`src/rtl/sprite_scaler.sv`:
```
`default_nettype none
// ============================================================================
//  Module      : sprite_scaler
//  Description : Streams one integer-upscaled sprite frame from a sprite ROM.
//                Each source pixel is fetched once per output row repetition
//                and then replicated SCALE times horizontally. Output rows
//                are produced by rewinding to the same source row SCALE
//                times. Pixels leave through a valid/ready handshake.
//  Revision    : 1.0 - initial release
// ----------------------------------------------------------------------------
//  Ports
//    clk_out     in   1           clock, rising edge
//    rst         in   1           synchronous reset, active low
//    start       in   1           request one frame (accepted only when idle)
//    img_sel     in   3           sprite index, sampled on accepted start
//    rom_addr    out  ADDR_W      sprite ROM read address
//    rom_en      out  1           ROM read enable (data one cycle later)
//    rom_data    in   PIXEL_SIZE  ROM read data
//    pixel_data  out  PIXEL_SIZE  scaled output pixel
//    pixel_valid out  1           pixel_data holds a pixel
//    pixel_ready in   1           downstream accepts the pixel
//    busy        out  1           frame in progress
//    frame_done  out  1           one-cycle pulse after last pixel accepted
// ============================================================================
module sprite_scaler #(
   parameter int                    SRC_W      = 80,
   parameter int                    SRC_H      = 80,
   parameter int                    SCALE      = 3,
   parameter int                    PIXEL_SIZE = 16,
   parameter int                    IMAGES     = 5,
   parameter logic [PIXEL_SIZE-1:0] FILL_COLOR = 'h001F,
   parameter int                    ADDR_W     = $clog2(IMAGES*SRC_W*SRC_H)
) (
   input  logic                  clk_out,
   input  logic                  rst,
   input  logic                  start,
   input  logic [2:0]            img_sel,
   output logic [ADDR_W-1:0]     rom_addr,
   output logic                  rom_en,
   input  logic [PIXEL_SIZE-1:0] rom_data,
   output logic [PIXEL_SIZE-1:0] pixel_data,
   output logic                  pixel_valid,
   input  logic                  pixel_ready,
   output logic                  busy,
   output logic                  frame_done
);

   // -------------------------------------------------------------------------
   // Derived constants
   // -------------------------------------------------------------------------
   localparam int FRAME_PIX = SRC_W * SRC_H;
   localparam int SX_W      = (SRC_W > 1) ? $clog2(SRC_W) : 1;
   localparam int SY_W      = (SRC_H > 1) ? $clog2(SRC_H) : 1;
   localparam int REP_W     = (SCALE > 1) ? $clog2(SCALE) : 1;

   localparam logic [SX_W-1:0]   SX_LAST  = SX_W'(SRC_W - 1);
   localparam logic [SY_W-1:0]   SY_LAST  = SY_W'(SRC_H - 1);
   localparam logic [REP_W-1:0]  REP_LAST = REP_W'(SCALE - 1);
   localparam logic [ADDR_W-1:0] ROW_STEP = ADDR_W'(SRC_W);

   // -------------------------------------------------------------------------
   // State encoding
   // -------------------------------------------------------------------------
   typedef enum logic [2:0] {
      S_IDLE = 3'd0,
      S_ADDR = 3'd1,
      S_WAIT = 3'd2,
      S_OUT  = 3'd3,
      S_DONE = 3'd4
   } state_t;

   state_t                  state_q,    state_d;
   logic [SX_W-1:0]         sx_q,       sx_d;
   logic [SY_W-1:0]         sy_q,       sy_d;
   logic [REP_W-1:0]        rep_x_q,    rep_x_d;
   logic [REP_W-1:0]        rep_y_q,    rep_y_d;
   logic [ADDR_W-1:0]       row_base_q, row_base_d;
   logic                    fill_q,     fill_d;
   logic [PIXEL_SIZE-1:0]   pixel_q,    pixel_d;

   // Image base is formed once per frame when the start is accepted; the
   // per-pixel address path is only row_base + sx.
   logic [ADDR_W-1:0]       img_base;
   logic                    img_out_of_range;
   logic                    last_rep_x;
   logic                    last_sx;
   logic                    last_rep_y;
   logic                    last_sy;

   assign img_base         = ADDR_W'(int'(img_sel) * FRAME_PIX);
   assign img_out_of_range = (int'(img_sel) >= IMAGES);
   assign last_rep_x       = (rep_x_q == REP_LAST);
   assign last_sx          = (sx_q    == SX_LAST);
   assign last_rep_y       = (rep_y_q == REP_LAST);
   assign last_sy          = (sy_q    == SY_LAST);

   // -------------------------------------------------------------------------
   // State and datapath registers
   // -------------------------------------------------------------------------
   always_ff @(posedge clk_out) begin
      if (!rst) begin
         state_q    <= S_IDLE;
         sx_q       <= '0;
         sy_q       <= '0;
         rep_x_q    <= '0;
         rep_y_q    <= '0;
         row_base_q <= '0;
         fill_q     <= 1'b0;
         pixel_q    <= '0;
      end else begin
         state_q    <= state_d;
         sx_q       <= sx_d;
         sy_q       <= sy_d;
         rep_x_q    <= rep_x_d;
         rep_y_q    <= rep_y_d;
         row_base_q <= row_base_d;
         fill_q     <= fill_d;
         pixel_q    <= pixel_d;
      end
   end

   // -------------------------------------------------------------------------
   // Next-state logic and outputs
   // -------------------------------------------------------------------------
   always_comb begin
      state_d    = state_q;
      sx_d       = sx_q;
      sy_d       = sy_q;
      rep_x_d    = rep_x_q;
      rep_y_d    = rep_y_q;
      row_base_d = row_base_q;
      fill_d     = fill_q;
      pixel_d    = pixel_q;

      rom_en      = 1'b0;
      rom_addr    = row_base_q + ADDR_W'(sx_q);
      pixel_valid = 1'b0;
      busy        = 1'b1;
      frame_done  = 1'b0;

      case (state_q)
         S_IDLE: begin
            busy = 1'b0;
            if (start) begin
               fill_d     = img_out_of_range;
               row_base_d = img_base;
               sx_d       = '0;
               sy_d       = '0;
               rep_x_d    = '0;
               rep_y_d    = '0;
               state_d    = S_ADDR;
            end
         end

         S_ADDR: begin
            // An out-of-range sprite walks the same sequence with the ROM
            // left idle so count, order and handshake stay identical.
            rom_en  = !fill_q;
            state_d = S_WAIT;
         end

         S_WAIT: begin
            pixel_d = fill_q ? FILL_COLOR : rom_data;
            state_d = S_OUT;
         end

         S_OUT: begin
            pixel_valid = 1'b1;
            if (pixel_ready) begin
               if (!last_rep_x) begin
                  // Horizontal replication: same pixel, no ROM access.
                  rep_x_d = rep_x_q + 1'b1;
               end else begin
                  rep_x_d = '0;
                  state_d = S_ADDR;
                  if (!last_sx) begin
                     sx_d = sx_q + 1'b1;
                  end else begin
                     sx_d = '0;
                     if (!last_rep_y) begin
                        // Repeat the same source row; row base is unchanged.
                        rep_y_d = rep_y_q + 1'b1;
                     end else begin
                        rep_y_d = '0;
                        if (last_sy) begin
                           state_d = S_DONE;
                        end else begin
                           sy_d       = sy_q + 1'b1;
                           row_base_d = row_base_q + ROW_STEP;
                        end
                     end
                  end
               end
            end
         end

         S_DONE: begin
            // Start is deliberately ignored here; only IDLE accepts it.
            frame_done = 1'b1;
            state_d    = S_IDLE;
         end

         default: begin
            state_d = S_IDLE;
         end
      endcase
   end

   assign pixel_data = pixel_q;

endmodule
`default_nettype wire
```
`config.mk`:
```
export PLATFORM = sky130hd
export DESIGN_NAME = sprite_scaler
export DESIGN_NICKNAME = d
export VERILOG_FILES = /design/src/rtl/sprite_scaler.sv
export SDC_FILE = /design/constraint.sdc
export NUM_CORES = 1
export LEC_CHECK = 0
export BUFFER_PORTS_ARGS = -buffer_cell sky130_fd_sc_hd__buf_4
export CAP_MARGIN = 40
export CORE_MARGIN = 2
export CORE_UTILIZATION = 50
export CTS_CLUSTER_SIZE = 24
export DETAILED_ROUTE_END_ITERATION = 6
export PLACE_DENSITY = 0.72
export SYNTH_ARGS = -nofsm -noshare
export SYNTH_HDL_FRONTEND = slang
export SYNTH_SLANG_ARGS = --single-unit
```
`constraint.sdc`:
```
create_clock -name clk_out -period 2.3 [get_ports clk_out]
set_input_delay 0.46 -clock clk_out [delete_from_list [all_inputs] [get_ports clk_out]]
set_output_delay 0.46 -clock clk_out [all_outputs]
set_load 0.05 [all_outputs]
```
==> impl_metrics.env <==
export IMPL_cts_buffer_depth=2
export IMPL_reg2reg_depth=6
export IMPL_synth_top_cells_by_count="49 x dfxtp_1, 36 x nor2_1, 32 x nand2_1, 23 x a21oi_1, 17 x nor3_1"
export IMPL_gp_congestion=0.841
export IMPL_cts_tree="built"
export IMPL_cts_made_buffers=5
export IMPL_yosysUniqueCellTypes=57
export IMPL_first_global_vias=2510
export IMPL_syn_area_um2=2780
export IMPL_switchingPower_uw=587
export IMPL_fin_nets=413
export IMPL_htree_levels=2
export IMPL_p_leak_nw=1.46
export IMPL_holdPathEnd="pixel_data[2]"
export IMPL_ys_flop_type="dfxtp_1"
export IMPL_worst_pin_slew_ns=0.631
export IMPL_drtPass1Iterations=4
export IMPL_syn_num_nets=361
export IMPL_yosys_area_top_type="dfxtp_1"
export IMPL_critPathKind="flop to primary output"
export IMPL_hold_depth=3
export IMPL_drt_iter0_drc=129
export IMPL_remaining_drc_errors=0
export IMPL_ys_seq_area_share_pct=35.3
export IMPL_async_flop_share_pct=0
export IMPL_regToRegSetupSlack_ns=0.32
export IMPL_crit_arrival_ns=1.90
export IMPL_final_core_util_pct=64.4
export IMPL_antenna_found_initial=0
export IMPL_synth_edf_count=0
export IMPL_synth_top_area_share_pct=35.3
export IMPL_die_area_um2=6170
export IMPL_critPathBufInv=1
export IMPL_drv_slew=0
export IMPL_ios=58
export IMPL_setup_ws_ns=-0.0592
export IMPL_reg2reg_from="sx_q[0]"
export IMPL_synth_seq_cells=49
export IMPL_crit_family="simple AND/OR/NAND/NOR gates"
export IMPL_grt_max_degree=28
export IMPL_total_power_mw=1.83
export IMPL_p_sw_share_pct=32.0
export IMPL_clk_latency_ns=0.31
export IMPL_critPathMaxStageDelay_ns=0.35
export IMPL_via_per_inst=5.75
export IMPL_outcome="complete, but fails checks"
export IMPL_synth_area_leaders="dfxtp_1 35%, ha_1 5.0%, nor2_1 4.9%, nand2_1 4.3%, nand3b_1 4.3%"
export IMPL_min_from="rom_data[2]"
export IMPL_yosysWarnings=0
export IMPL_crit_cells=7
export IMPL_clkSinkCount=49
export IMPL_rows=27
export IMPL_finalWirelength_mm=6.50
export IMPL_post_drt_wl_per_cell_um=14.4
export IMPL_p_comb_share_pct=22.9
export IMPL_p_clk_share_pct=26.6
export IMPL_yosysMostFrequentCell="dfxtp_1"
export IMPL_diodes=0
export IMPL_finalSetupViolCount=7
export IMPL_internal_power_mw=1.25
export IMPL_worstReg2RegEnd="row_base_q[12]"
export IMPL_cpMaxStageDelayCell="dfxtp_2"
export IMPL_place_hpwl_mm=4.63
export IMPL_grt_overflow_total=0
export IMPL_startpoint_type="flop"
export IMPL_die_x_um=78.6
export IMPL_syn_inst=327
export IMPL_path_cells="ha_4 > a21o_1 > a21oi_2 > nor3_2 > nand3_1 > xnor2_2 > buf_6"
export IMPL_initial_core_util_pct=51.1
export IMPL_crit_required_ns=1.84
export IMPL_clk_pin_slew_ns=0.09
export IMPL_seqPwrFrac_pct=50.4
export IMPL_cp_startpoint="sx_q[5]"
export IMPL_avgSynthCellArea_um2=8.50
export IMPL_end_kind="primary output"
export IMPL_area_growth_pct=26.0
export IMPL_fin_crit_sh_pct=103
export IMPL_failed_checks="setup timing"
export IMPL_finalCriticalPeriod_ns=2.36
export IMPL_relSlewSlack_pct=57.8
export IMPL_cts_root_buf="clkbuf_8"
export IMPL_path_max_fanout=3
export IMPL_ir_worst_vdd_mv=0.384
export IMPL_grt_use_total_pct=21.8
export IMPL_max_clock_freq_mhz=424
export IMPL_rsz0062_at_grt="true"
export IMPL_fp_dieH_um=78.6
export IMPL_fin_skew_ns=0.0135
export IMPL_core_um2=5440
export IMPL_power_per_cell_area_nw_per_um2=524
export IMPL_drtAntennaViolNets=0
export IMPL_port_buffer_count=57
export IMPL_hold_viol=0
export IMPL_via_count=2598
export IMPL_min_path_type="input port to flop"
export IMPL_place_ws_ns=0.0770
export IMPL_drive_gt1_share_pct=31.6
export IMPL_grt_pass1_wl_mm=11.0
export IMPL_drv_cap=0
registers in the layout, indices dropped and copies added (netlist names):
signal / flops
fill_q: 1
pixel_data: 16
rep_x_q: 2
rep_y_q: 2
row_base_q: 11
state_q: 3
sx_q: 7
sy_q: 7
worst max-delay path by stage:
stage	end
after floorplan	rom_addr[9]
after global placement	rom_addr[10]
after detailed placement	rom_addr[10]
after CTS	rom_addr[13]
after global routing	rom_addr[14]
final	rom_addr[14]
metrics by stage:
step                cell area, um2  TNS, ns  hold WS [ns]  instances
floorplan                     2840   -0.297         0.462        327
global placement              3310        0         0.440        441
detailed placement            3310        0         0.447        441
CTS                           3490   -0.270         0.421        452
global route                  3500   -0.817         0.418        452
finish                        3500   -0.186         0.429        452
cells in the final DEF, fill, tap and decap left out, types with 5 or more instances in the layout:
| cell type | count |
|---|---|
| a211oi_1 | 5 |
| a21oi_1 | 22 |
| and3_1 | 6 |
| buf_4 | 64 |
| buf_6 | 8 |
| clkbuf_8 | 5 |
| dfxtp_1 | 45 |
| ha_1 | 10 |
| inv_1 | 5 |
| nand2_1 | 30 |
| nand3_1 | 7 |
| nand3b_1 | 16 |
| nand4_1 | 5 |
| nor2_1 | 35 |
| nor3_1 | 15 |
| o21ai_0 | 6 |
| o311ai_0 | 7 |
| o31ai_1 | 7 |
| xnor2_1 | 6 |
worst reg2reg max path, stage by stage, from the launching register on:
cell	delay [ns]
dfxtp_1	0.40
ha_1	0.19
and4bb_1	0.29
and3_4	0.24
a31oi_4	0.23
o311ai_0	0.40
o31ai_1	0.12
cells by family (layout without fill, tap and decap cells):
kind of cell    Yosys count  count (layout)  share of synthesized area, %
mux                       1               1                         0.360
fa+ha+maj                11              11                          4.95
simple gates            140             140                          28.2
compound gates           75              75                          19.8
buf+inv                  34              87                          6.03
flops                    49              49                          35.3
xor+xnor                 17              17                          5.36
power groups by stage:
stage	clock [mW]	sequential [mW]	combinational, mW
after detailed placement	0	0.944	0.414
after global routing	0.543	0.931	0.451
after floorplan	0	0.989	0.251
after CTS	0.508	0.924	0.420
final	0.488	0.924	0.421
after global placement	0	0.944	0.411
area by class of cell:
class	count	area, um2
Clock buffer	6	72.6
Clock inverter	2	10.0
Fill cell	478	1940
Inverter	7	26.3
Multi-Input combinational cell	244	1750
Sequential cell	49	986
Tap cell	72	90.1
Timing Repair Buffer	72	571
layer usage:
layer / up-vias / GRT usage (%) / routed length [um]
met5: - / 0 / 0
met4: 0 / 6.32 / 46
met3: 4 / 4.02 / 269
met2: 59 / 36.6 / 3130
met1: 1247 / 28.6 / 3050
li1: 1288 / - / -
timing repair:
| item | in CTS | in global routing |
|---|---|---|
| resized for setup | 19 | 3 |
| pin swaps | 5 | 0 |
| buffers inserted | 3 | 0 |
| setup endpoints to repair | 8 | 8 |
| hold buffers | 0 | 0 |
(Power assumes the default switching activity.)
